$ cat src/rtl/cga_pkg.sv
// ============================================================================
// cga_pkg : shared types and constants for the CGA VRAM fetch block
// Revision: 1.0
// ============================================================================
`default_nettype none

package cga_pkg;

   localparam int ADDR_W_DEF  = 14;
   localparam int FETCH_LAT   = 2;
   localparam int HRES_STRIDE = 16;

   typedef enum logic [2:0] {
      ST_IDLE  = 3'd0,
      ST_WAIT  = 3'd1,
      ST_ISSUE = 3'd2,
      ST_LAT   = 3'd3,
      ST_ACK   = 3'd4
   } cpu_state_e;

   // True when the sequencer slot belongs to the display fetch engine.
   function automatic logic slot_reserved(input logic [4:0] seq,
                                          input logic [4:0] f,
                                          input logic       hres);
      logic [4:0] h;
      h = f + 5'(HRES_STRIDE);
      return (seq == f) || (seq == f + 5'd1) ||
             (hres && ((seq == h) || (seq == h + 5'd1)));
   endfunction

endpackage

`default_nettype wire

$ cat src/rtl/cga_vram_fetch.sv
// ============================================================================
// cga_vram_fetch : display char/attr fetch plus CPU access arbitration on VRAM.
// Optional CGA_SNOW_EN lets the CPU steal hres text char slots (snow).
// Revision: 1.0
// ============================================================================
`default_nettype none

module cga_vram_fetch
   import cga_pkg::*;
#(
   parameter logic [4:0] SLOT_CHAR = 5'd0,
   parameter int         ADDR_W    = ADDR_W_DEF
) (
   input  logic              clk,
   input  logic              reset,
   input  logic [4:0]        clk_seq,
   input  logic              hres_mode,
   input  logic              grph_mode,
   input  logic [12:0]       crtc_addr,
   input  logic [4:0]        row_addr,
   input  logic              cpu_req,
   input  logic              cpu_we,
   input  logic [ADDR_W-1:0] cpu_addr,
   input  logic [7:0]        cpu_wdata,
   output logic              cpu_busy,
   output logic              cpu_ack,
   output logic [7:0]        cpu_rdata,
   output logic [ADDR_W-1:0] ram_addr,
   output logic              ram_we,
   output logic [7:0]        ram_wdata,
   input  logic [7:0]        ram_rdata,
   output logic [7:0]        vram_data,
   output logic              vram_read_char,
   output logic              vram_read_att
);

   localparam logic [4:0] F0 = SLOT_CHAR;
   localparam logic [4:0] F1 = SLOT_CHAR + 5'd1;
   localparam logic [4:0] H0 = SLOT_CHAR + 5'(HRES_STRIDE);
   localparam logic [4:0] H1 = H0 + 5'd1;

   cpu_state_e           state_q, state_d;
   logic [ADDR_W-1:0]    addr_q, addr_d;
   logic                 we_q, we_d;
   logic [7:0]           wdata_q, wdata_d;
   logic [7:0]           vram_data_q, vram_data_d;
   logic [7:0]           cpu_rdata_q, cpu_rdata_d;
   logic [FETCH_LAT-1:0] char_pipe_q, char_pipe_d;
   logic [FETCH_LAT-1:0] att_pipe_q, att_pipe_d;
   logic                 hres_q, hres_d;
   logic                 grph_q, grph_d;

   logic        is_char, is_att, is_hi;
   logic [4:0]  seq_next;
   logic        snow_next, grant_next;
   logic [12:0] base_addr;
   logic [13:0] disp_addr;
   logic        row_unused;

   assign row_unused = &{1'b0, row_addr[4:1]};

   always_comb begin
      is_char   = (clk_seq == F0) || (hres_q && (clk_seq == H0));
      is_att    = (clk_seq == F1) || (hres_q && (clk_seq == H1));
      is_hi     = hres_q && ((clk_seq == H0) || (clk_seq == H1));
      base_addr = is_hi ? (crtc_addr + 13'd1) : crtc_addr;
      disp_addr = grph_q ? {row_addr[0], base_addr[11:0], is_att}
                         : {base_addr, is_att};
      seq_next  = clk_seq + 5'd1;
`ifdef CGA_SNOW_EN
      snow_next = hres_q && !grph_q && ((seq_next == F0) || (seq_next == H0));
`else
      snow_next = 1'b0;
`endif
      // Decide one cycle ahead so ISSUE lands exactly on the granted slot.
      grant_next = !slot_reserved(seq_next, SLOT_CHAR, hres_q) || snow_next;
   end

   always_comb begin
      state_d     = state_q;
      addr_d      = addr_q;
      we_d        = we_q;
      wdata_d     = wdata_q;
      cpu_rdata_d = cpu_rdata_q;
      unique case (state_q)
         ST_IDLE, ST_ACK: begin
            state_d = ST_IDLE;
            if (cpu_req) begin
               state_d = ST_WAIT;
               addr_d  = cpu_addr;
               we_d    = cpu_we;
               wdata_d = cpu_wdata;
            end
         end
         ST_WAIT:  if (grant_next) state_d = ST_ISSUE;
         ST_ISSUE: state_d = ST_LAT;
         ST_LAT: begin
            state_d = ST_ACK;
            // Loads the same byte vram_data takes, so rdata is valid with ack.
            if (!we_q) cpu_rdata_d = vram_data_d;
         end
         default:  state_d = ST_IDLE;
      endcase
   end

   always_comb begin
      vram_data_d = ram_rdata;
      char_pipe_d = {char_pipe_q[FETCH_LAT-2:0], is_char};
      att_pipe_d  = {att_pipe_q[FETCH_LAT-2:0], is_att};
      hres_d      = hres_mode;
      grph_d      = grph_mode;
   end

   always_comb begin
      ram_addr  = '0;
      ram_we    = 1'b0;
      ram_wdata = 8'h00;
      if (!reset) begin
         if (state_q == ST_ISSUE) begin
            ram_addr  = addr_q;
            ram_we    = we_q;
            ram_wdata = wdata_q;
         end else if (is_char || is_att) begin
            ram_addr = ADDR_W'(disp_addr);
         end
      end
   end

   always_ff @(posedge clk) begin
      if (reset) begin
         state_q     <= ST_IDLE;
         addr_q      <= '0;
         we_q        <= 1'b0;
         wdata_q     <= 8'h00;
         vram_data_q <= 8'h00;
         cpu_rdata_q <= 8'h00;
         char_pipe_q <= '0;
         att_pipe_q  <= '0;
         hres_q      <= 1'b0;
         grph_q      <= 1'b0;
      end else begin
         state_q     <= state_d;
         addr_q      <= addr_d;
         we_q        <= we_d;
         wdata_q     <= wdata_d;
         vram_data_q <= vram_data_d;
         cpu_rdata_q <= cpu_rdata_d;
         char_pipe_q <= char_pipe_d;
         att_pipe_q  <= att_pipe_d;
         hres_q      <= hres_d;
         grph_q      <= grph_d;
      end
   end

   assign cpu_busy       = !reset && ((state_q == ST_WAIT) || (state_q == ST_ISSUE) ||
                                      (state_q == ST_LAT));
   assign cpu_ack        = !reset && (state_q == ST_ACK);
   assign cpu_rdata      = cpu_rdata_q;
   assign vram_data      = vram_data_q;
   assign vram_read_char = char_pipe_q[FETCH_LAT-1];
   assign vram_read_att  = att_pipe_q[FETCH_LAT-1];

endmodule

`default_nettype wire

$ cat config.mk
export PLATFORM = sky130hd
export DESIGN_NAME = cga_vram_fetch
export DESIGN_NICKNAME = d
export VERILOG_FILES = /design/src/rtl/cga_pkg.sv /design/src/rtl/cga_vram_fetch.sv
export SDC_FILE = /design/constraint.sdc
export NUM_CORES = 1
export LEC_CHECK = 0
export ABC_CLOCK_PERIOD_IN_PS = 3200
export BUFFER_PORTS_ARGS = -buffer_cell sky130_fd_sc_hd__buf_2
export CORE_UTILIZATION = 50
export DETAILED_ROUTE_END_ITERATION = 7
export GPL_ROUTABILITY_DRIVEN = 0
export PLACE_DENSITY_LB_ADDON = 0.05
export RECOVER_POWER = 25
export SYNTH_ARGS = -nofsm -noshare
export SYNTH_HDL_FRONTEND = slang
export SYNTH_SLANG_ARGS = --single-unit
$ cat constraint.sdc
create_clock -name clk -period 3.2 [get_ports clk]
set_input_delay 0 -clock clk [delete_from_list [all_inputs] [get_ports clk]]
set_output_delay 0 -clock clk [all_outputs]
set_load 0.1 [all_outputs]
# == Yosys cells after proc, flatten, opt, wreduce, memory -nomap -nowiden ==
# Index checks and enable logic that the tools add are counted.
# word_totals
output_inout_bits,43
wordCells,58
reg_bits,48
# classes
eq_ne,11
mux,12
reduce_logical,22
addsub,2
bitwise_logic,1
# op_table
cell,n
$mux 14,4
$eq 5x5->1 const B,4
$mux 8,2
$add 13x1->13 const B,1
$mux 13,1
$pmux 3 s4,1
$eq 5x1->1 const B,2
$logic_not 5->1,2
$logic_or 1x1->1,9
$eq 3x2->1 const B,2
$logic_and 1x1->1,6
$add 5x1->5 const B,1
$reduce_and 2->1,2
$eq 3x1->1 const B,1
$eq 3x3->1 const B,1
$logic_not 3->1,1
$mux 1,3
$mux 3,1
$ne 2x2->1 const B,1
$reduce_or 2->1,1
$logic_not 1->1,1
$not 1->1,1

# == Logic depth before layout (Yosys ltp) ==
# Gate-level depths: netlist of run 1.
# logic_depth
depth_word,8
mapped_depth,6
ltp_nobuf,5

# == Least setup slack after synthesis of run 1 ==
# OpenSTA, ideal clock, no wires.
# synth_timing
kind,reg-to-output
startpoint,register state_q[1]
endpoint,output port ram_addr[13]
t_required_ps,3200
slack_ps,-511
path_stages_with_launch,5
t_arrival_ps,3711
path_cell_list,dfxtp_1 clkbuf_1 nor3b_1 a21oi_1 a311oi_1
# synth_between
elab_chain_cells,3
# synth_rtl
item,line_no,text
from (decl),cga_vram_fetch.sv:42,"cpu_state_e state_q, state_d;"
from (signal assigned),cga_vram_fetch.sv:142,state_q <= state_d;
$eq 3x2->1,cga_vram_fetch.sv:119,if (state_q == ST_ISSUE) begin
$mux 14,cga_vram_fetch.sv:119,
$mux 14,cga_vram_fetch.sv:118,if (!reset) begin
to (decl),cga_vram_fetch.sv:28,"output logic [ADDR_W-1:0] ram_addr,"
# No other way between the ends.

# == Worst setup path after layout of run 1 ==
# Same ends and word-level chain as after synthesis.

==> results of run 1 <==
==> stage by stage <==
step	hold WS, ns	util (%)	worst slack (ns)
4_1_cts	0.113	76.8	0.548
5_1_grt	0.175	76.5	0.328
3_5_place_dp	0.203	66.3	0.883
6_report	0.121	76.5	0.540
3_3_place_gp	0.204	66.3	0.880
2_1_floorplan	0.0786	-	0.131
==> state kept, by name, indices dropped and copies added, names as in the netlist <==
register	flops
we_q	1
wdata_q	8
grph_q	1
state_q	3
cpu_rdata	8
addr_q	14
char_pipe_q	2
vram_data	8
att_pipe_q	2
hres_q	1
==> cell families (layout without fill, tap and decap cells) <==
group                    after synthesis  in the layout  share of synthesized area [%]
AO/OA/AOI/OAI                         45             45                           11.7
XOR/XNOR                               5              5                           2.00
adder cells (fa/ha/maj)                1              1                          0.572
buffers and inverters                 21            146                           4.29
flip-flops                            48             48                           43.9
multiplexers                          10             10                           4.57
AND/OR/NAND/NOR                      144            144                           33.0
==> cells in the mapped netlist (2+ instances only) <==
library cell	n	area, um2
nor4b_1	2	17.5
o211ai_1	5	37.5
or4_1	6	45.0
a21oi_1	27	135
dfxtp_1	48	961
mux2i_1	10	100
and3_1	2	12.5
nor2b_1	14	87.6
nor2_1	14	52.6
o31ai_1	2	15.0
clkbuf_1	13	48.8
nand2_1	62	233
buf_6	2	22.5
nor4_1	8	50.1
o21ai_1	4	20.0
and4_1	2	17.5
a22oi_1	2	15.0
nand4_1	6	37.5
nand3_1	9	45.0
and2_1	10	62.6
inv_1	5	18.8
xnor2_1	4	35.0
o21ai_0	3	15.0
nor3_1	4	20.0
==> power by group through the flow <==
| stage | Combinational [W] | Clock, W | Sequential [W] |
|---|---|---|---|
| CTS | 0.000306 | 0.000374 | 0.000649 |
| floorplan | 0.000147 | 0 | 0.000711 |
| finish | 0.000307 | 0.000367 | 0.000650 |
| detailed placement | 0.000274 | 0 | 0.000663 |
| global placement | 0.000270 | 0 | 0.000662 |
| global route | 0.000331 | 0.000401 | 0.000655 |
==> final cells by class <==
type / count / area share, %
Clock buffer: 6 / 2.64
Clock inverter: 1 / 0.280
Inverter: 5 / 0.601
Multi-Input combinational cell: 205 / 37.0
Sequential cell: 48 / 30.8
Tap cell: 50 / 2.00
Timing Repair Buffer: 134 / 26.7
==> final timing paths <==
check,depth (start not counted),from,end
worst min-delay path,5,cpu_req,state_q[0]
worst max-delay path,4,state_q[1],ram_addr[13]
worst min register to register,2,wdata_q[7],wdata_q[7]
worst max register to register,4,state_q[1],cpu_rdata[4]
==> critical path, delay by kind of cell, from the launching register on <==
family | cells | cell delay [ns]
AOI/OAI and AO/OA | 2 | 0.48
buffers and inverters | 1 | 0.49
DFF | 1 | 0.53
and+or+nand+nor | 1 | 0.87
==> what timing repair did <==
| item | 4_1_cts | 5_1_grt |
|---|---|---|
| endpoints found under the hold margin | 43 | 0 |
| buffers inserted | 0 | 0 |
| hold buffers | 34 | 0 |
| setup endpoints to repair | 0 | 0 |
==> routing by layer <==
metal  track usage, %  vias to the layer above  wire length, um
li1                 -                     1199                -
met1             30.9                     1050             2450
met2             48.4                       79             3030
met3             5.33                        7              346
met4             7.03                        0               57
met5                0                        -                0
==> summary.md, run 1 <==
| Metric | Value |
|---|---|
| Post-route insts no fill | 449 |
| EDFF count, synth | 0 |
| CTS buffer count | 5 |
| Routed vias | 2335 |
| Iteration-0 DRC count of the detailed router | 146 |
| Post-CTS Resized | 0 |
| H-Tree Depth | 2 |
| Num rows | 23 |
| Post-synthesis instance total | 274 |
| Most common cell after layout, fill and taps aside | buf_2 |
| Post-Route WL | 5.89 mm |
| GRT Util Overall | 26.5% |
| Ys async rst share | 0% |
| # IOs | 102 |
| Seq/Total Area, Yosys | 43.9% |
| Int Power | 0.000901 W |
| Switching share of power | 31.9% |
| Synthesized area | roughly 2200 um2 |
| Storage cell area | 961 um2 |
| Dpl cells | just over 400 |
| Final min period | 2.66 ns |
| CP Class | register to primary output |
| Via density | 5.20 |
| Worst-path maximum fanout | 10 |
| Vias in the first global route | 2089 |
| Antenna Nets Post-Route | 0 |
| PD cells | 424 nW/um2 |
| Max_slew headroom | -0.253% |
| Die height | a little under 70 um |
| Clock sink count | 48 |
| Final setup fails | 0 |
| LEAKAGE | 1.37 nW |
| Initial antenna violation count | 0 |
| Gate power share | 23.2% |
| Worst vdd ir | 0.405 mV |
| Area grow syn2layout | 42.8% |
| GR Overflow Total | 0 |
| Tcrit/Tclk final | slightly above 80% |
| Die area | 4650 um2 |
| Largest stage delay on the critical path | 0.87 ns |
| Sequential share of power | 49.1% |
| Worst EP required | 3.20 ns |
| Setup crit end kind | primary output |
| Final Cell Area | 3120 um2 |
| TNS Setup | 0 ns |
| MaxCap Viol Count | 1 |
| Post-synth top flop | dfxtp_1 |
| P_sw | 0.000423 W |
| Slew Limit Fails | 33 |
| FILL cells | 326 |
| Most frequent cells in the layout | 88 x buf_2, 62 x nand2_1, 48 x dfxtp_1, 34 x dlygate4sd3_1, 27 x a21oi_1 |
| Diodes inserted | 0 |
| TritonCTS clock tree | done |
| Measured slew at the worst slew-check pin | 1.50 ns |
| Fmax | around 380 MHz |
| Critical Path AT | 2.66 ns |
| CP Launch Type | register |
| Max Buffers Root-to-Sink | 2 |
| IO Port Bufs | 97 |
| Largest net degree at the start of global routing | 34 |
| Setup Skew | 0.00479 ns |
| First-pass GRT wire length | 9.20 mm |
| Hold crit path type | input port to register |
| Clock power share | 27.7% |
| Placed cell areas | 2710 um2 |
| Reg clk slew, reported paths | 0.08 ns |
| R2R Setup Slk | 1.27 ns |
| Netlist cell types | 34 |
| Post-Synthesis Net Count | about 330 |
| Number of synthesized register bits | 48 |
| Slowest cell on crit path | nor3b_1 |
| Ys Warns | 0 |
| Layout cells sized above 1 | between 20 and 30% |
| Multi-input gate area | 1160 um2 |
| RSZ-0062 raised after global routing | no |
| Final HPWL DP | 3.72 mm |
| Failing checks | capacitance limit, slew limit |
| Clk root buf | clkbuf_8 |
| Post-DR wirelength/cell | 13.1 um |
| Power Total | 0.00132 W |
| Critical-path cell list | nor3b_1 -> a21oi_1 -> a311oi_2 -> buf_2 |
| Initial Util | 53.6% |
| Die width | 68.2 um |
| Nets | 459 |
| First-pass iteration count of the detailed router | 4 |
| Status | complete, but fails checks |
| Floorplan core area | 4090 um2 |
| Fin. Hold Viols | 0 |
| Clock latency on the worst-skew pair | 0.30 ns |
| Mean Syn Cell Area | 7.99 um2 |
| Residual DRC | 0 |
Power figures use the tool's default switching activity.
==> run 2: changes to the inputs <==
ABC_CLOCK_PERIOD_IN_PS = 2170   (was 3200)
CORE_UTILIZATION = 42   (was 50)
clock period = 2.17 ns   (was 3.2 ns; I/O delays follow)
==> run 2 against run 1 <==
  * The run now ends clean
  * Worst hold slack gained 0.0075 ns
  * Flip-flop and latch count is the same
  * First-iteration DRC count shrank 29%
  * Cell count grew 7.3%
  * Total power grew 59%
  * Clock power grew 77%
  * Sequential share of layout area shrank 4.6 points
  * Global-route usage shrank 3.0 points
==> summary.md, run 2 (synthesis results as in run 1) <==
| Metric | Value |
|---|---|
| Final setup fails | 0 (unchanged) |
| Reg with most FFs | addr_q |
| Nets | 474 (+3.3%) |
| Hold crit path type | input port to register |
| Layout cells sized above 1 | 33.7% (+7.9 points) |
| Fmax | roughly 480 MHz |
| Max_slew headroom | 22.2% (+22 points) |
| Power Total | 0.00211 W (+59%) |
| Antenna Nets Post-Route | 0 (unchanged) |
| Flip-flop count of the largest register after layout | 14 (unchanged) |
| Floorplan core area | 4880 um2 (+19%) |
| Reg-to-Reg Start | state_q[0] |
| Clock sink count | 48 (unchanged) |
| Worst Hold Depth | 5 (unchanged) |
| Worst r2r dst | addr_q[12] |
| H-Tree Depth | 2 (unchanged) |
| Iteration-0 DRC count of the detailed router | 104 (-29%) |
| Area grow syn2layout | 68.2% |
| CP Class | register to primary output |
| TritonCTS clock tree | done |
| Worst R2R Path Depth | 5 (+1) |
| Via density | 4.93 (-5.1%) |
| Status | finished, final reports clean |
| CP Launch Type | register |
| Initial antenna violation count | 0 (unchanged) |
| CTS buffer count | 5 (unchanged) |
| Largest net degree at the start of global routing | 35 (+2.9%) |
| Residual DRC | 0 (unchanged) |
| First-pass iteration count of the detailed router | 4 (unchanged) |
| Die area | 5500 um2 (+18%) |
| Most common cell after layout, fill and taps aside | buf_2 |
| First-pass GRT wire length | 9.99 mm (+8.6%) |
| Final Cell Area | 3680 um2 (+18%) |
| Most frequent cells in the layout | 71 x buf_2, 62 x nand2_1, 47 x dfxtp_1, 34 x dlygate4sd3_1, 27 x a21oi_1 |
| Post-DR wirelength/cell | 12.4 um (-5.4%) |
| PD cells | 573 nW/um2 (+35%) |
| Num rows | 25 (+8.7%) |
| GRT Util Overall | 23.4% (-3.0 points) |
| LEAKAGE | 1.56 nW (+14%) |
| Post-Route WL | 5.99 mm (+1.6%) |
| IO Port Bufs | 97 (unchanged) |
| Hold_sp | cpu_req |
| Vias in the first global route | 2292 (+9.7%) |
| Fin. Hold Viols | 0 (unchanged) |
| MaxCap Viol Count | 0 (-1) |
| Die height | 74.2 um (+8.8%) |
| Setup Skew | 0.00316 ns (-0.00162 ns) |
| FILL cells | 394 (+21%) |
| Hold EP | state_q[0] |
| Diodes inserted | 0 (unchanged) |
| Measured slew at the worst slew-check pin | 1.17 ns (-0.331 ns) |
| Final min period | 2.10 ns |
| GR Overflow Total | 0 (unchanged) |
| Final HPWL DP | 4.18 mm (+12%) |
| Setup crit end kind | primary output |
| Slew Limit Fails | 0 (-100%) |
| RSZ-0062 raised after global routing | no |
| Crit path from | hres_q |
| Worst-path maximum fanout | 7 (-3) |
| Die width | 74.2 um (+8.8%) |
| Placed cell areas | 3200 um2 (+18%) |
| Worst hold slack | 0.128 ns (+0.00749 ns) |
| Clock latency on the worst-skew pair | 0.30 ns (about the same) |
| Critical Path AT | 2.10 ns (-0.56 ns) |
| Routed vias | 2378 (+1.8%) |
| Worst EP required | 2.17 ns (-1.03 ns) |
| Worst vdd ir | 0.325 mV (-20%) |
| Tcrit/Tclk final | 96.7% |
| Clk root buf | clkbuf_8 |
| Initial Util | 44.8% (-8.7 points) |
| R2R Setup Slk | 0.56 ns (-0.71 ns) |
| Max Buffers Root-to-Sink | 2 (unchanged) |
| # IOs | 102 (unchanged) |
| Reg clk slew, reported paths | 0.09 ns (about the same) |
## run 2: cell types whose count changed in the layout (fill, tap and decap cells not counted), sizes merged
cell	delta
bufinv	+1
buf	+15
clkbuf	-1
clkinv	+1
## run 2: worst max-delay path by stage
stage,depth (start not counted),slack [ns],end
4_1_cts,5,-0.0003,ram_addr[12]
2_1_floorplan,4,-0.62,ram_addr[13]
3_5_place_dp,6,0.16,ram_addr[9]
3_3_place_gp,6,0.17,ram_addr[9]
6_report,5,0.07,ram_addr[9]
5_1_grt,5,0.005,ram_addr[9]
## run 2: layer usage
layer  vias up  global-route usage [%]  share of wire (%)
met5         -                       0                  0
li1       1225                       -                  -
met2        73                    41.3                 49
met3         8                    3.12                3.9
met4         0                    8.12                1.7
met1      1072                    29.3                 45
## run 2: through the flow
| step | setup WS [ns] | std cells | util, % | TNS [ns] |
|---|---|---|---|---|
| 2_1_floorplan | -0.619 | 274 | - | -0.744 |
| 3_3_place_gp | 0.166 | 437 | 65.5 | 0 |
| 3_5_place_dp | 0.158 | 437 | 65.5 | 0 |
| 4_1_cts | -0.000344 | 482 | 75.5 | -0.000392 |
| 5_1_grt | 0.00466 | 482 | 75.4 | 0 |
| 6_report | 0.0721 | 482 | 75.4 | 0 |
## run 2: final cells by class
| cell class | instances | area, um2 | area share (%) |
|---|---|---|---|
| clock buffers | 5 | 68.8 | 1.87 |
| clock inverters | 3 | 47.5 | 1.29 |
| inverters | 5 | 18.8 | 0.510 |
| multi-input cells | 205 | 1280 | 34.9 |
| flip-flops and latches | 48 | 962 | 26.1 |
| well taps | 67 | 83.8 | 2.28 |
| repair buffers | 149 | 1210 | 33.0 |
## run 2: repair_timing
action                                 CTS  global route
pin swaps                                1             2
hold buffers                            34             0
buffers inserted                         3             0
gates cloned                             0             0
resized for setup                        3             3
setup endpoints to repair                6             6
endpoints found under the hold margin   43             0
## run 2: critical path, stage by stage, from the launching register on
cell and delay [ns]:
dfxtp_2 0.36, nor2b_1 0.06, or4_4 0.54, or4_4 0.55, nand3_4 0.11, buf_12 0.17
## run 2: where the power goes
group | internal (W) | switching [W]
Clock | 0.000347 | 0.000302
Sequential | 0.000928 | 0.0000214
Combinational | 0.000183 | 0.000328
Total | 0.00146 | 0.000652
